[config.mk]
export PLATFORM = sky130hd
export DESIGN_NAME = onchip_mem_pattern_master
export DESIGN_NICKNAME = d
export VERILOG_FILES = /design/src/rtl/onchip_mem_pm_pkg.sv /design/src/rtl/avm_rd_expect_pipe.sv /design/src/rtl/onchip_mem_pattern_master.sv
export SDC_FILE = /design/constraint.sdc
export NUM_CORES = 1
export LEC_CHECK = 0
export ABC_AREA = 0
export CAP_MARGIN = 10
export CORE_UTILIZATION = 44
export CTS_CLUSTER_SIZE = 25
export DETAILED_ROUTE_END_ITERATION = 6
export PLACE_DENSITY = 0.79
export SLEW_MARGIN = 20
export SYNTH_ARGS = -nofsm -noshare
export SYNTH_HDL_FRONTEND = slang
export SYNTH_HIERARCHICAL = 1
export SYNTH_SLANG_ARGS = --single-unit
[constraint.sdc]
create_clock -name clk -period 3.4 [get_ports clk]
set_input_delay 0.68 -clock clk [delete_from_list [all_inputs] [get_ports clk]]
set_output_delay 0.68 -clock clk [all_outputs]
set_load 0.02 [all_outputs]
[src/rtl/onchip_mem_pm_pkg.sv]
// ---------------------------------------------------------------------------
// onchip_mem_pm_pkg
//   Shared definitions for the on-chip RAM pattern master: command mode
//   encodings, the controller state type and the pattern generator.
//   No ports (package).
// ---------------------------------------------------------------------------
package onchip_mem_pm_pkg;

  // cmd_mode bit meanings; both bits set means write then verify.
  localparam logic [1:0] MODE_NONE = 2'b00;
  localparam logic [1:0] MODE_WR   = 2'b01;
  localparam logic [1:0] MODE_RD   = 2'b10;

  // Saturation value of the mismatch counter.
  localparam logic [15:0] ERR_MAX = 16'hFFFF;

  typedef enum logic [2:0] {
    ST_IDLE,
    ST_WR,
    ST_RD,
    ST_DRAIN,
    ST_DONE
  } state_t;

  // One 32-bit lane of pattern word idx; the full bus word repeats this lane.
  function automatic logic [31:0] pattern_word(input logic [31:0] seed,
                                               input logic [31:0] idx);
    return seed + idx;
  endfunction

endpackage

[src/rtl/avm_rd_expect_pipe.sv]
// ---------------------------------------------------------------------------
// avm_rd_expect_pipe
//   DEPTH-stage shift register carrying {valid, addr, expected word} for each
//   accepted read, so the last stage lines up with avm_readdata exactly
//   DEPTH (= read latency) cycles after the read was accepted.
// Ports
//   clk, reset_n    clock, synchronous active-low reset (clears valid bits)
//   push_i          a read is accepted this cycle
//   push_addr_i     word address of that read
//   push_exp_i      word the read is expected to return
//   valid_o         last stage holds a read whose data is on the bus now
//   addr_o, exp_o   address / expected word of that read
//   pending_o       some read is still travelling in the earlier stages
// ---------------------------------------------------------------------------
module avm_rd_expect_pipe #(
  parameter int ADDR_W = 15,
  parameter int DATA_W = 128,
  parameter int DEPTH  = 1
) (
  input  logic              clk,
  input  logic              reset_n,
  input  logic              push_i,
  input  logic [ADDR_W-1:0] push_addr_i,
  input  logic [DATA_W-1:0] push_exp_i,
  output logic              valid_o,
  output logic [ADDR_W-1:0] addr_o,
  output logic [DATA_W-1:0] exp_o,
  output logic              pending_o
);

  logic [DEPTH-1:0]  valid_q;
  logic [ADDR_W-1:0] addr_q [DEPTH];
  logic [DATA_W-1:0] exp_q  [DEPTH];

  // NOTE: clocked state uses non-blocking assignments so every stage samples
  // its predecessor's value from before the edge, giving a true shift.
  always_ff @(posedge clk) begin
    if (!reset_n) begin
      valid_q <= '0;
    end else begin
      valid_q[0] <= push_i;
      for (int i = 1; i < DEPTH; i++) begin
        valid_q[i] <= valid_q[i-1];
      end
    end
  end

  // NOTE: payload registers are deliberately not reset; they are only ever
  // consumed alongside a valid bit, and the valid bits are reset.
  always_ff @(posedge clk) begin
    addr_q[0] <= push_addr_i;
    exp_q[0]  <= push_exp_i;
    for (int i = 1; i < DEPTH; i++) begin
      addr_q[i] <= addr_q[i-1];
      exp_q[i]  <= exp_q[i-1];
    end
  end

  assign valid_o = valid_q[DEPTH-1];
  assign addr_o  = addr_q[DEPTH-1];
  assign exp_o   = exp_q[DEPTH-1];

  // The last stage is compared in the current cycle, so only the earlier
  // stages count as outstanding work.
  // NOTE: the output is given a default before the loop so no path through
  // this block leaves it unassigned (which would infer a latch).
  always_comb begin
    pending_o = 1'b0;
    for (int i = 0; i < DEPTH - 1; i++) begin
      pending_o = pending_o | valid_q[i];
    end
  end

endmodule

[src/rtl/onchip_mem_pattern_master.sv]
// ---------------------------------------------------------------------------
// onchip_mem_pattern_master
//   Avalon-MM master that writes a deterministic pattern to a RAM window and
//   then reads it back and verifies it, reporting mismatches.
// Ports
//   clk, reset_n        clock, synchronous active-low reset
//   cmd_start           start pulse, honoured only while idle
//   cmd_mode            01 write, 10 read-verify, 11 both, 00 no-op
//   cmd_base/len/seed   first word address, word count, pattern seed
//   busy, done          command in progress / 1-cycle completion pulse
//   err_count           saturating mismatch count
//   err_first_addr      address of the first mismatch (valid with err_valid)
//   avm_*               Avalon-MM master interface to the RAM
// ---------------------------------------------------------------------------
module onchip_mem_pattern_master
  import onchip_mem_pm_pkg::*;
#(
  parameter int ADDR_W       = 15,
  parameter int DATA_W       = 128,
  parameter int LEN_W        = 16,
  parameter int READ_LATENCY = 1
) (
  input  logic                clk,
  input  logic                reset_n,
  input  logic                cmd_start,
  input  logic [1:0]          cmd_mode,
  input  logic [ADDR_W-1:0]   cmd_base,
  input  logic [LEN_W-1:0]    cmd_len,
  input  logic [31:0]         cmd_seed,
  output logic                busy,
  output logic                done,
  output logic [15:0]         err_count,
  output logic [ADDR_W-1:0]   err_first_addr,
  output logic                err_valid,
  output logic [ADDR_W-1:0]   avm_address,
  output logic [DATA_W/8-1:0] avm_byteenable,
  output logic                avm_chipselect,
  output logic                avm_write,
  output logic                avm_read,
  output logic [DATA_W-1:0]   avm_writedata,
  input  logic [DATA_W-1:0]   avm_readdata,
  input  logic                avm_waitrequest
);

  // One bit wider than cmd_len so the largest length never wraps the index.
  localparam logic [LEN_W:0] IDX_ONE = {{LEN_W{1'b0}}, 1'b1};

  state_t            state_q, state_d;
  logic [LEN_W:0]    idx_q, idx_d;
  logic              verify_q, verify_d;
  logic [ADDR_W-1:0] base_q, base_d;
  logic [LEN_W-1:0]  len_q, len_d;
  logic [31:0]       seed_q, seed_d;
  logic              busy_q, busy_d;
  logic              done_q, done_d;
  logic [15:0]       err_count_q, err_count_d;
  logic [ADDR_W-1:0] err_first_addr_q, err_first_addr_d;
  logic              err_valid_q, err_valid_d;

  logic [ADDR_W-1:0] cur_addr;
  logic [DATA_W-1:0] cur_word;
  logic              last_xfer;
  logic              rd_accept;
  logic              cmp_valid;
  logic [ADDR_W-1:0] cmp_addr;
  logic [DATA_W-1:0] cmp_exp;
  logic              pipe_pending;

  // Address and data are pure functions of the latched command and the
  // transfer index, so a stall (index not advancing) holds them unchanged.
  assign cur_addr  = base_q + ADDR_W'(idx_q);
  assign cur_word  = {(DATA_W/32){pattern_word(seed_q, 32'(idx_q))}};
  assign last_xfer = ((idx_q + IDX_ONE) == {1'b0, len_q});
  assign rd_accept = (state_q == ST_RD) && !avm_waitrequest;

  assign avm_write      = (state_q == ST_WR);
  assign avm_read       = (state_q == ST_RD);
  assign avm_chipselect = avm_write || avm_read;
  assign avm_byteenable = avm_chipselect ? '1 : '0;
  assign avm_address    = avm_chipselect ? cur_addr : '0;
  assign avm_writedata  = avm_write ? cur_word : '0;

  assign busy           = busy_q;
  assign done           = done_q;
  assign err_count      = err_count_q;
  assign err_first_addr = err_first_addr_q;
  assign err_valid      = err_valid_q;

  avm_rd_expect_pipe #(
    .ADDR_W (ADDR_W),
    .DATA_W (DATA_W),
    .DEPTH  (READ_LATENCY)
  ) u_pipe (
    .clk         (clk),
    .reset_n     (reset_n),
    .push_i      (rd_accept),
    .push_addr_i (cur_addr),
    .push_exp_i  (cur_word),
    .valid_o     (cmp_valid),
    .addr_o      (cmp_addr),
    .exp_o       (cmp_exp),
    .pending_o   (pipe_pending)
  );

  always_comb begin
    state_d          = state_q;
    idx_d            = idx_q;
    verify_d         = verify_q;
    base_d           = base_q;
    len_d            = len_q;
    seed_d           = seed_q;
    busy_d           = busy_q;
    done_d           = 1'b0;
    err_count_d      = err_count_q;
    err_first_addr_d = err_first_addr_q;
    err_valid_d      = err_valid_q;

    if (cmp_valid && (avm_readdata != cmp_exp)) begin
      if (err_count_q != ERR_MAX) begin
        err_count_d = err_count_q + 16'd1;
      end
      if (!err_valid_q) begin
        err_first_addr_d = cmp_addr;
        err_valid_d      = 1'b1;
      end
    end

    unique case (state_q)
      ST_IDLE: begin
        if (cmd_start) begin
          base_d           = cmd_base;
          len_d            = cmd_len;
          seed_d           = cmd_seed;
          verify_d         = (cmd_mode & MODE_RD) != MODE_NONE;
          idx_d            = '0;
          busy_d           = 1'b1;
          err_count_d      = '0;
          err_first_addr_d = '0;
          err_valid_d      = 1'b0;
          if (cmd_len == '0 || cmd_mode == MODE_NONE) begin
            state_d = ST_DONE;
          end else if ((cmd_mode & MODE_WR) != MODE_NONE) begin
            state_d = ST_WR;
          end else begin
            state_d = ST_RD;
          end
        end
      end
      ST_WR: begin
        if (!avm_waitrequest) begin
          if (last_xfer) begin
            idx_d   = '0;
            state_d = verify_q ? ST_RD : ST_DONE;
          end else begin
            idx_d = idx_q + IDX_ONE;
          end
        end
      end
      ST_RD: begin
        if (!avm_waitrequest) begin
          if (last_xfer) begin
            idx_d   = '0;
            state_d = ST_DRAIN;
          end else begin
            idx_d = idx_q + IDX_ONE;
          end
        end
      end
      ST_DRAIN: begin
        // The read in the final stage is compared this cycle, so leave as
        // soon as nothing is left behind it.
        if (!pipe_pending) begin
          state_d = ST_DONE;
        end
      end
      ST_DONE: begin
        state_d = ST_IDLE;
        busy_d  = 1'b0;
        done_d  = 1'b1;
      end
      default: state_d = ST_IDLE;
    endcase
  end

  always_ff @(posedge clk) begin
    if (!reset_n) begin
      state_q          <= ST_IDLE;
      idx_q            <= '0;
      verify_q         <= 1'b0;
      base_q           <= '0;
      len_q            <= '0;
      seed_q           <= '0;
      busy_q           <= 1'b0;
      done_q           <= 1'b0;
      err_count_q      <= '0;
      err_first_addr_q <= '0;
      err_valid_q      <= 1'b0;
    end else begin
      state_q          <= state_d;
      idx_q            <= idx_d;
      verify_q         <= verify_d;
      base_q           <= base_d;
      len_q            <= len_d;
      seed_q           <= seed_d;
      busy_q           <= busy_d;
      done_q           <= done_d;
      err_count_q      <= err_count_d;
      err_first_addr_q <= err_first_addr_d;
      err_valid_q      <= err_valid_d;
    end
  end

endmodule
==> summary.md, run 1 <==
| Metric | Value |
|---|---|
| Status | finished with violations |
| Violations in the final reports | setup timing |
| Syn_area_per_cell | 8.77 µm² |
| P_leak | 8.62 nW |
| Synth Area in Simple Gates | 19.4% |
| Crit end category | primary output |
| CP Cell Sequence | ha_4 -> inv_2 -> fa_2 -> and2b_2 -> o31ai_4 -> a2111oi_4 -> nor3_2 -> o41a_1 -> buf_6 -> or3_4 -> a21oi_4 -> buf_6 |
| Critical Path AT | 3.67 ns |
| Placed Cells | roughly 2,200 |
| Post-DR vias/cell | around 5.4 |
| Setup-failing EPs final | about 120 |
| CTS Sinks | between 200 and 300 |
| Port Buf Inserts | a little under 400 |
| Nets | roughly 2,200 |
| RePlAce Congestion | 0.908 |
| Clk_lat worst skew | between 0.5 and 0.6 ns |
| Req. time, crit path | about 2.7 ns |
| Initial core utilization | a little under half |
| Fmax | between 0.2 and 0.25 GHz |
| Initial antenna violation count | 3 |
| Synth Register Bits | 262 |
| Syn Nets | 1,682 |
| Total Routing Usage GR | 30.1% |
| Synth Area in XOR/XNOR | about an eighth |
| Seq pwr share | between 30% and 40% |
| Dpl cell area | around 17,000 µm² |
| Async S/R FF share, synth | 0% |
| Share of cells above drive strength 1 | between 20 and 30% |
| Vias in the first global route | about 12,000 |
| Pwr per Cell Area | between 500 and 600 nW/µm² |
| Worst-margin pin slew | 0.750 ns |
| Clk pin slew, worst setup/hold paths | 0.06 ns |
| Site Rows | 61 |
| Clock power frac | between 20 and 30% |
| CP Launch Type | flip-flop |
| Total power | about 11 mW |
| Non-Filler Cell Area, Final | 20,300 µm² |
| Non-filler instance count after layout | roughly 2,400 |
| Antenna Violating Nets Remaining | 0 |
| CP max-delay cell | a2111oi_4 |
| TritonRoute pass-1 iters | 5 |
| GRT overflow | 0 |
| Post-synthesis compound-gate area fraction | 12.8% |
| Synth area leader | dfxtp_1 |
| Internal power | between 7 and 8 mW |
| Final worst path period share | 128% |
| Max incr delay on CP | between 0.4 and 0.5 ns |
| Synth area leaders | dfxtp_1, xnor2_1, buf_4 |
| CTS tree | yes |
| Relative slew slack | between 40% and 50% |
| Worst Hold Class | flip-flop to flip-flop |
| Drc violations | 0 |
| Share of cell area taken by muxes after synthesis | less than 1% |
| I/O Pins | ~390 |
| CP Max Fanout | 4 |
| Clock Tree Buf Depth | 3 |
| Area Overhead vs Synth | 59.7% |
| Comb power frac | 35.0% |
| Final Hold Fails | 0 |
| # hold bufs at CTS | 0 |
| Detailed placement HPWL | approximately 34,000 µm |
| Cts bufs inserted | 28 |
| Critical path class | flip-flop to primary output |
| Post-Synthesis Cells | approximately 1,500 |
| YS warnings | 6 |
| Unique masters post-synth | 75 |
| Clock period minus worst slack | 4.35 ns |
| Wire per inst | roughly 21 µm |
| Worst slack at placement | -0.898 ns |
| Seq/Total Area, Yosys | between 40% and 50% |
| Area fraction of the dominant cell type after synthesis | between 40% and 50% |
| Ys flop type | dfxtp_1 |
| Max_cap viols | 0 |
| Die H | 172 µm |
| Switch share | roughly a third |
| Worst setup margin | -0.948 ns |
| Clk root buf | clkbuf_16 |
| Largest family of logic cells by synthesized area | simple AND/OR/NAND/NOR gates |
| Vias | between 10,000 and 15,000 |
| Total Wirelength | 49,400 µm |
| RSZ-0062 raised after global routing | yes |
| Highest ir drop seen on vdd | 0.000388 V |
| Mapped cell area | approximately 13,000 µm² |
| H-tree depth | 1 |
| Largest net degree at the start of global routing | 66 |
| Core area | between 20,000 and 30,000 µm² |
| 1st-iter DRT viols | between 1,000 and 1,500 |
| Most used cell, CP | buf_6 |
| Final Max Tran Viols | 0 |
| First-pass GRT wire length | 68,200 µm |
| Die area | a little under 30,000 µm² |
| Psw | around 3.7 mW |
| Layout fillers | ~1,900 |
| Die width | 172 µm |
| Number of synthesized flops with an enable pin | 0 |
| Post-Synth Adder-Cell Area | roughly 3.6% |
| Setup Skew | roughly 0.013 ns |
-- metrics by stage --
| stage | utilization (%) | hold slack (ns) | setup TNS [ns] |
|---|---|---|---|
| after global placement | 61.8 | 0.445 | -46.70 |
| after detailed placement | 61.8 | 0.451 | -52.07 |
| after floorplan | - | 0.429 | -4.32 |
| after global routing | 72.2 | 0.485 | -74.48 |
| final | 72.3 | 0.460 | -66.90 |
| after CTS | 69.2 | 0.459 | -75.72 |
-- final timing paths --
path                                 from                  end  slack [ns]  cells after the start
worst max-delay path             idx_q[0]   avm_writedata[124]       -0.95                     12
worst min-delay path            base_q[9]            base_q[9]        0.46                      2
worst max register to register   idx_q[3]  u_pipe/exp_q[0][17]       -0.55                     23
worst min register to register  base_q[9]            base_q[9]        0.46                      2
-- state kept, by name, summed over array words and instances (netlist names), 3 cells and up --
signal and flops:
base_q 15, err_count 16, err_first_addr 15, idx_q 17, len_q 16, seed_q 32, state_q 3, u_pipe/addr_q 15
u_pipe/exp_q 128
-- cell usage in the layout (no fill, tap or decap), types with 7 or more instances in the layout --
cell / n
dfxtp_1: 256
ha_1: 22
inv_1: 38
dlymetal6s2s_1: 40
nor3_1: 11
xnor2_2: 12
nand4_1: 46
xor2_1: 22
o22ai_1: 10
buf_6: 148
and2_1: 17
clkbuf_16: 28
a21oi_4: 15
o21ai_1: 15
o21ai_2: 8
clkinv_2: 7
clkdlybuf4s50_1: 238
a21o_1: 7
nor2_1: 47
o21ai_4: 7
nand2b_1: 12
and3_1: 8
nand3_1: 32
buf_4: 205
a31oi_1: 8
o21ai_0: 30
and2_4: 15
or3_1: 10
mux2i_1: 8
a21oi_1: 102
or3_4: 9
xnor2_1: 140
nor4_1: 23
ha_4: 10
buf_12: 7
nand2_1: 200
-- cells in the mapped netlist (all sizes together) (10+ instances only) --
cell / instances
nor3: 15
buf: 130
dfxtp: 262
xnor2: 152
nand2: 203
clkbuf: 39
and2: 33
a31oi: 10
xor2: 23
nor4: 27
a21oi: 123
and3: 10
inv: 41
nor2: 51
o21ai: 60
o22ai: 10
nand4: 48
or3: 19
mux2i: 12
nand2b: 12
nand3: 35
ha: 33
-- layer usage --
layer  part of all wire (%)  track usage, %  up-vias  wire length (µm)
met5                      0               0        -                 0
met4                    5.3            11.8        0              2620
met3                    7.2            3.55      169              3570
met2                     48            52.9      664             23800
met1                     39            37.2     5982             19500
li1                       -               -     5884                 -
-- repair_timing --
action | CTS | global route
gates cloned | 1 | 0
setup endpoints to repair | 160 | 168
setup buffers | 68 | 41
hold endpoints to repair | 0 | 0
pin swaps | 56 | 62
gates resized for setup | 715 | 230
-- power groups by stage --
| stage | clock network (mW) | registers, mW | logic [mW] |
|---|---|---|---|
| 2_1_floorplan | 0 | 3.90 | 2.10 |
| 3_3_place_gp | 0 | 3.97 | 3.31 |
| 3_5_place_dp | 0 | 3.99 | 3.38 |
| 4_1_cts | 3.12 | 3.94 | 3.58 |
| 5_1_grt | 3.25 | 4.00 | 4.03 |
| 6_report | 3.10 | 3.96 | 3.79 |
-- cells by family (layout without fill, tap and decap cells) --
kind of cell | Yosys count | count (layout)
flops | 262 | 262
compound gates | 264 | 264
mux | 12 | 12
buf+inv | 211 | 738
other cells | 1 | 7
fa+ha+maj | 35 | 35
xor+xnor | 176 | 176
simple gates | 489 | 489
-- critical path, delay by kind of cell, from the launching register on --
kind	cells	cell delay, ns
and+or+nand+nor	3	0.74
buffers and inverters	3	0.35
AOI/OAI and AO/OA	4	1.18
adders and majority gates	2	0.47
DFF	1	0.36
-- cell type report --
cell class	instances	area [µm²]	area share, %
multi-input combinational	977	7120	35.1
clock inverter	14	178	0.876
inverter	42	160	0.789
antenna	6	15.0	0.0740
tap	378	473	2.33
timing repair buffer	646	6330	31.2
sequential	262	5260	25.9
clock buffer	36	761	3.75
(Power assumes the default switching activity.)
==> inputs of run 2 (changes only) <==
--- a/config.mk
+++ b/config.mk
@@ -10,7 +10,7 @@
 export CORE_UTILIZATION = 44
 export CTS_CLUSTER_SIZE = 25
 export DETAILED_ROUTE_END_ITERATION = 6
-export PLACE_DENSITY = 0.79
+export PLACE_DENSITY_LB_ADDON = 0.3
 export SLEW_MARGIN = 20
 export SYNTH_ARGS = -nofsm -noshare
 export SYNTH_HDL_FRONTEND = slang
==> summary.md, run 2 (synthesis gave the netlist of run 1 again) <==
| Metric | Value |
|---|---|
| Status | finished with violations |
| Violations in the final reports | setup timing |
| Clk root buf | clkbuf_16 |
| GRT overflow | 0 |
| Crit-path leading delay family | buffers and inverters |
| RSZ-0062 raised after global routing | yes |
| Total Wirelength | 49,300 µm |
| Dpl cell area | between 15,000 and 20,000 µm² |
| Switch share | 33.6% |
| TritonRoute pass-1 iters | 5 |
| Vias in the first global route | approximately 12,000 |
| Non-Filler Cell Area, Final | 20,100 µm² |
| Setup Skew | 0.00848 ns |
| Crit. Startpoint | seed_q[0] |
| Max FFs per register | 128 |
| Hold_sp | base_q[9] |
| H-tree depth | 1 |
| Worst slack at placement | -0.747 ns |
| Clock power frac | between 20 and 30% |
| Die width | between 150 and 200 µm |
| RePlAce Congestion | between 0.9 and 1 |
| Core area | 28,100 µm² |
| Max_cap viols | 0 |
| Nets | 2,183 |
| Top reg by flops | u_pipe/exp_q |
| Total Routing Usage GR | approximately 30% |
| Worst setup margin | -0.794 ns |
| Biggest regs | u_pipe/exp_q x128, seed_q x32, idx_q x17 |
| 1st-iter DRT viols | approximately 950 |
| Die area | between 20,000 and 30,000 µm² |
| Buffer and inverter count on the worst path | 5 |
| Detailed placement HPWL | approximately 34,000 µm |
| Final Hold Fails | 0 |
| Max incr delay on CP | ~0.35 ns |
| Most frequent cells in the layout | clkdlybuf4s50_1, dfxtp_1, buf_4 |
| Setup-failing EPs final | between 100 and 150 |
| Wire per inst | around 21 µm |
| Seq pwr share | 36.1% |
| CP Cell Sequence | ha_4 -> inv_2 -> fa_2 -> and2b_2 -> o31ai_4 -> a2111oi_4 -> nor3_2 -> buf_4 -> o41ai_4 -> buf_4 -> nand4_1 -> mux2i_4 -> buf_4 -> buf_6 |
| Final Max Tran Viols | 0 |
| P_leak | 8.09 nW |
| Site Rows | just over 60 |
| I/O Pins | approximately 390 |
| Die H | around 170 µm |
| Req. time, crit path | between 2 and 3 ns |
| Critical Path AT | approximately 3.5 ns |
| Highest ir drop seen on vdd | 0.000432 V |
| Cts bufs inserted | 28 |
| Relative slew slack | between 40% and 50% |
| CP Launch Type | flip-flop |
| Critical path class | flip-flop to primary output |
| Most used cell, CP | buf_4 |
| Pwr per Cell Area | between 500 and 600 nW/µm² |
| CP Max Fanout | 4 |
| Clk_lat worst skew | between 0.5 and 0.6 ns |
| Total Neg Setup Slack | -61.77 ns |
| Layout fillers | 2,045 |
| Crit end category | primary output |
| Worst R2R Start | idx_q[1] |
| Antenna Violating Nets Remaining | 0 |
| Vias | around 13,000 |
| # hold bufs at CTS | 0 |
| Internal power | 7.23 mW |
| Clock Tree Buf Depth | 3 |
| CP max-delay cell | dfxtp_2 |
| Initial core utilization | 45.3% |
| CTS Sinks | roughly 260 |
| Drc violations | 0 |
| Worst-margin pin slew | approximately 0.81 ns |
| Psw | 3.66 mW |
| Area Overhead vs Synth | 58.2% |
| Largest net degree at the start of global routing | 65 |
| Fmax | approximately 0.24 GHz |
| Port Buf Inserts | between 300 and 400 |
| Comb power frac | 34.9% |
| First-pass GRT wire length | approximately 68,000 µm |
| Most common cell after layout, fill and taps aside | clkdlybuf4s50_1 |
| Clk pin slew, worst setup/hold paths | around 0.060 ns |
| Initial antenna violation count | 2 |
| Post-DR vias/cell | approximately 5.3 |
| Final worst path period share | 123% |
| CTS tree | yes |
| Worst Hold Class | flip-flop to flip-flop |
| Clock period minus worst slack | 4.19 ns |
| Share of cells above drive strength 1 | slightly below 30% |
==> run 2: final timing paths <==
check	endpoint	slack, ns	depth (start not counted)
max	avm_writedata[84]	-0.79	14
min reg2reg	base_q[9]	0.46	2
min	base_q[9]	0.46	2
max reg2reg	u_pipe/exp_q[0][113]	0	19
==> run 2: what timing repair did <==
item,4_1_cts,5_1_grt
gates resized for setup,744,226
cloned,1,0
hold endpoints to repair,0,0
pin swaps,50,60
setup buffers,57,39
endpoints found under the setup margin,142,146
==> run 2: power groups by stage <==
stage	combinational, mW	sequential (mW)	clock [mW]
global placement	3.33	3.95	0
floorplan	2.10	3.90	0
detailed placement	3.39	3.97	0
global route	4.04	3.97	3.32
finish	3.80	3.93	3.16
CTS	3.55	3.92	3.18
==> run 2: metal layers <==
layer / wire length (µm) / GRT usage (%)
met1: 19600 / 37.5
met2: 24700 / 52.9
met3: 3130 / 4.35
met4: 1850 / 10.3
met5: 13 / 0
==> run 2: tightest hold or removal path, delay by kind of cell (launching register included) <==
kind	cells	cell delay, ns
AO/OA/AOI/OAI	1	0.05
AND/OR/NAND/NOR	1	0.05
flip-flops	1	0.31
==> run 2: area by class of cell <==
type,count,area [µm²],share of cell area [%]
repair buffers,640,6100,30.4
multi-input cells,977,7130,35.5
clock inverters,8,120,0.597
diodes,4,10.0,0.0498
well taps,378,473,2.35
flip-flops and latches,262,5260,26.1
clock buffers,44,852,4.24
inverters,42,160,0.797
==> run 2: metrics by stage <==
stage	hold WS [ns]	power [mW]	std cells	util, %
after CTS	0.461	10.6	2323	68.4
final	0.459	10.9	2355	71.6
after detailed placement	0.453	7.36	2213	62.0
after global placement	0.446	7.28	2213	62.0
after floorplan	0.429	6.00	1450	-
after global routing	0.486	11.3	2352	71.5
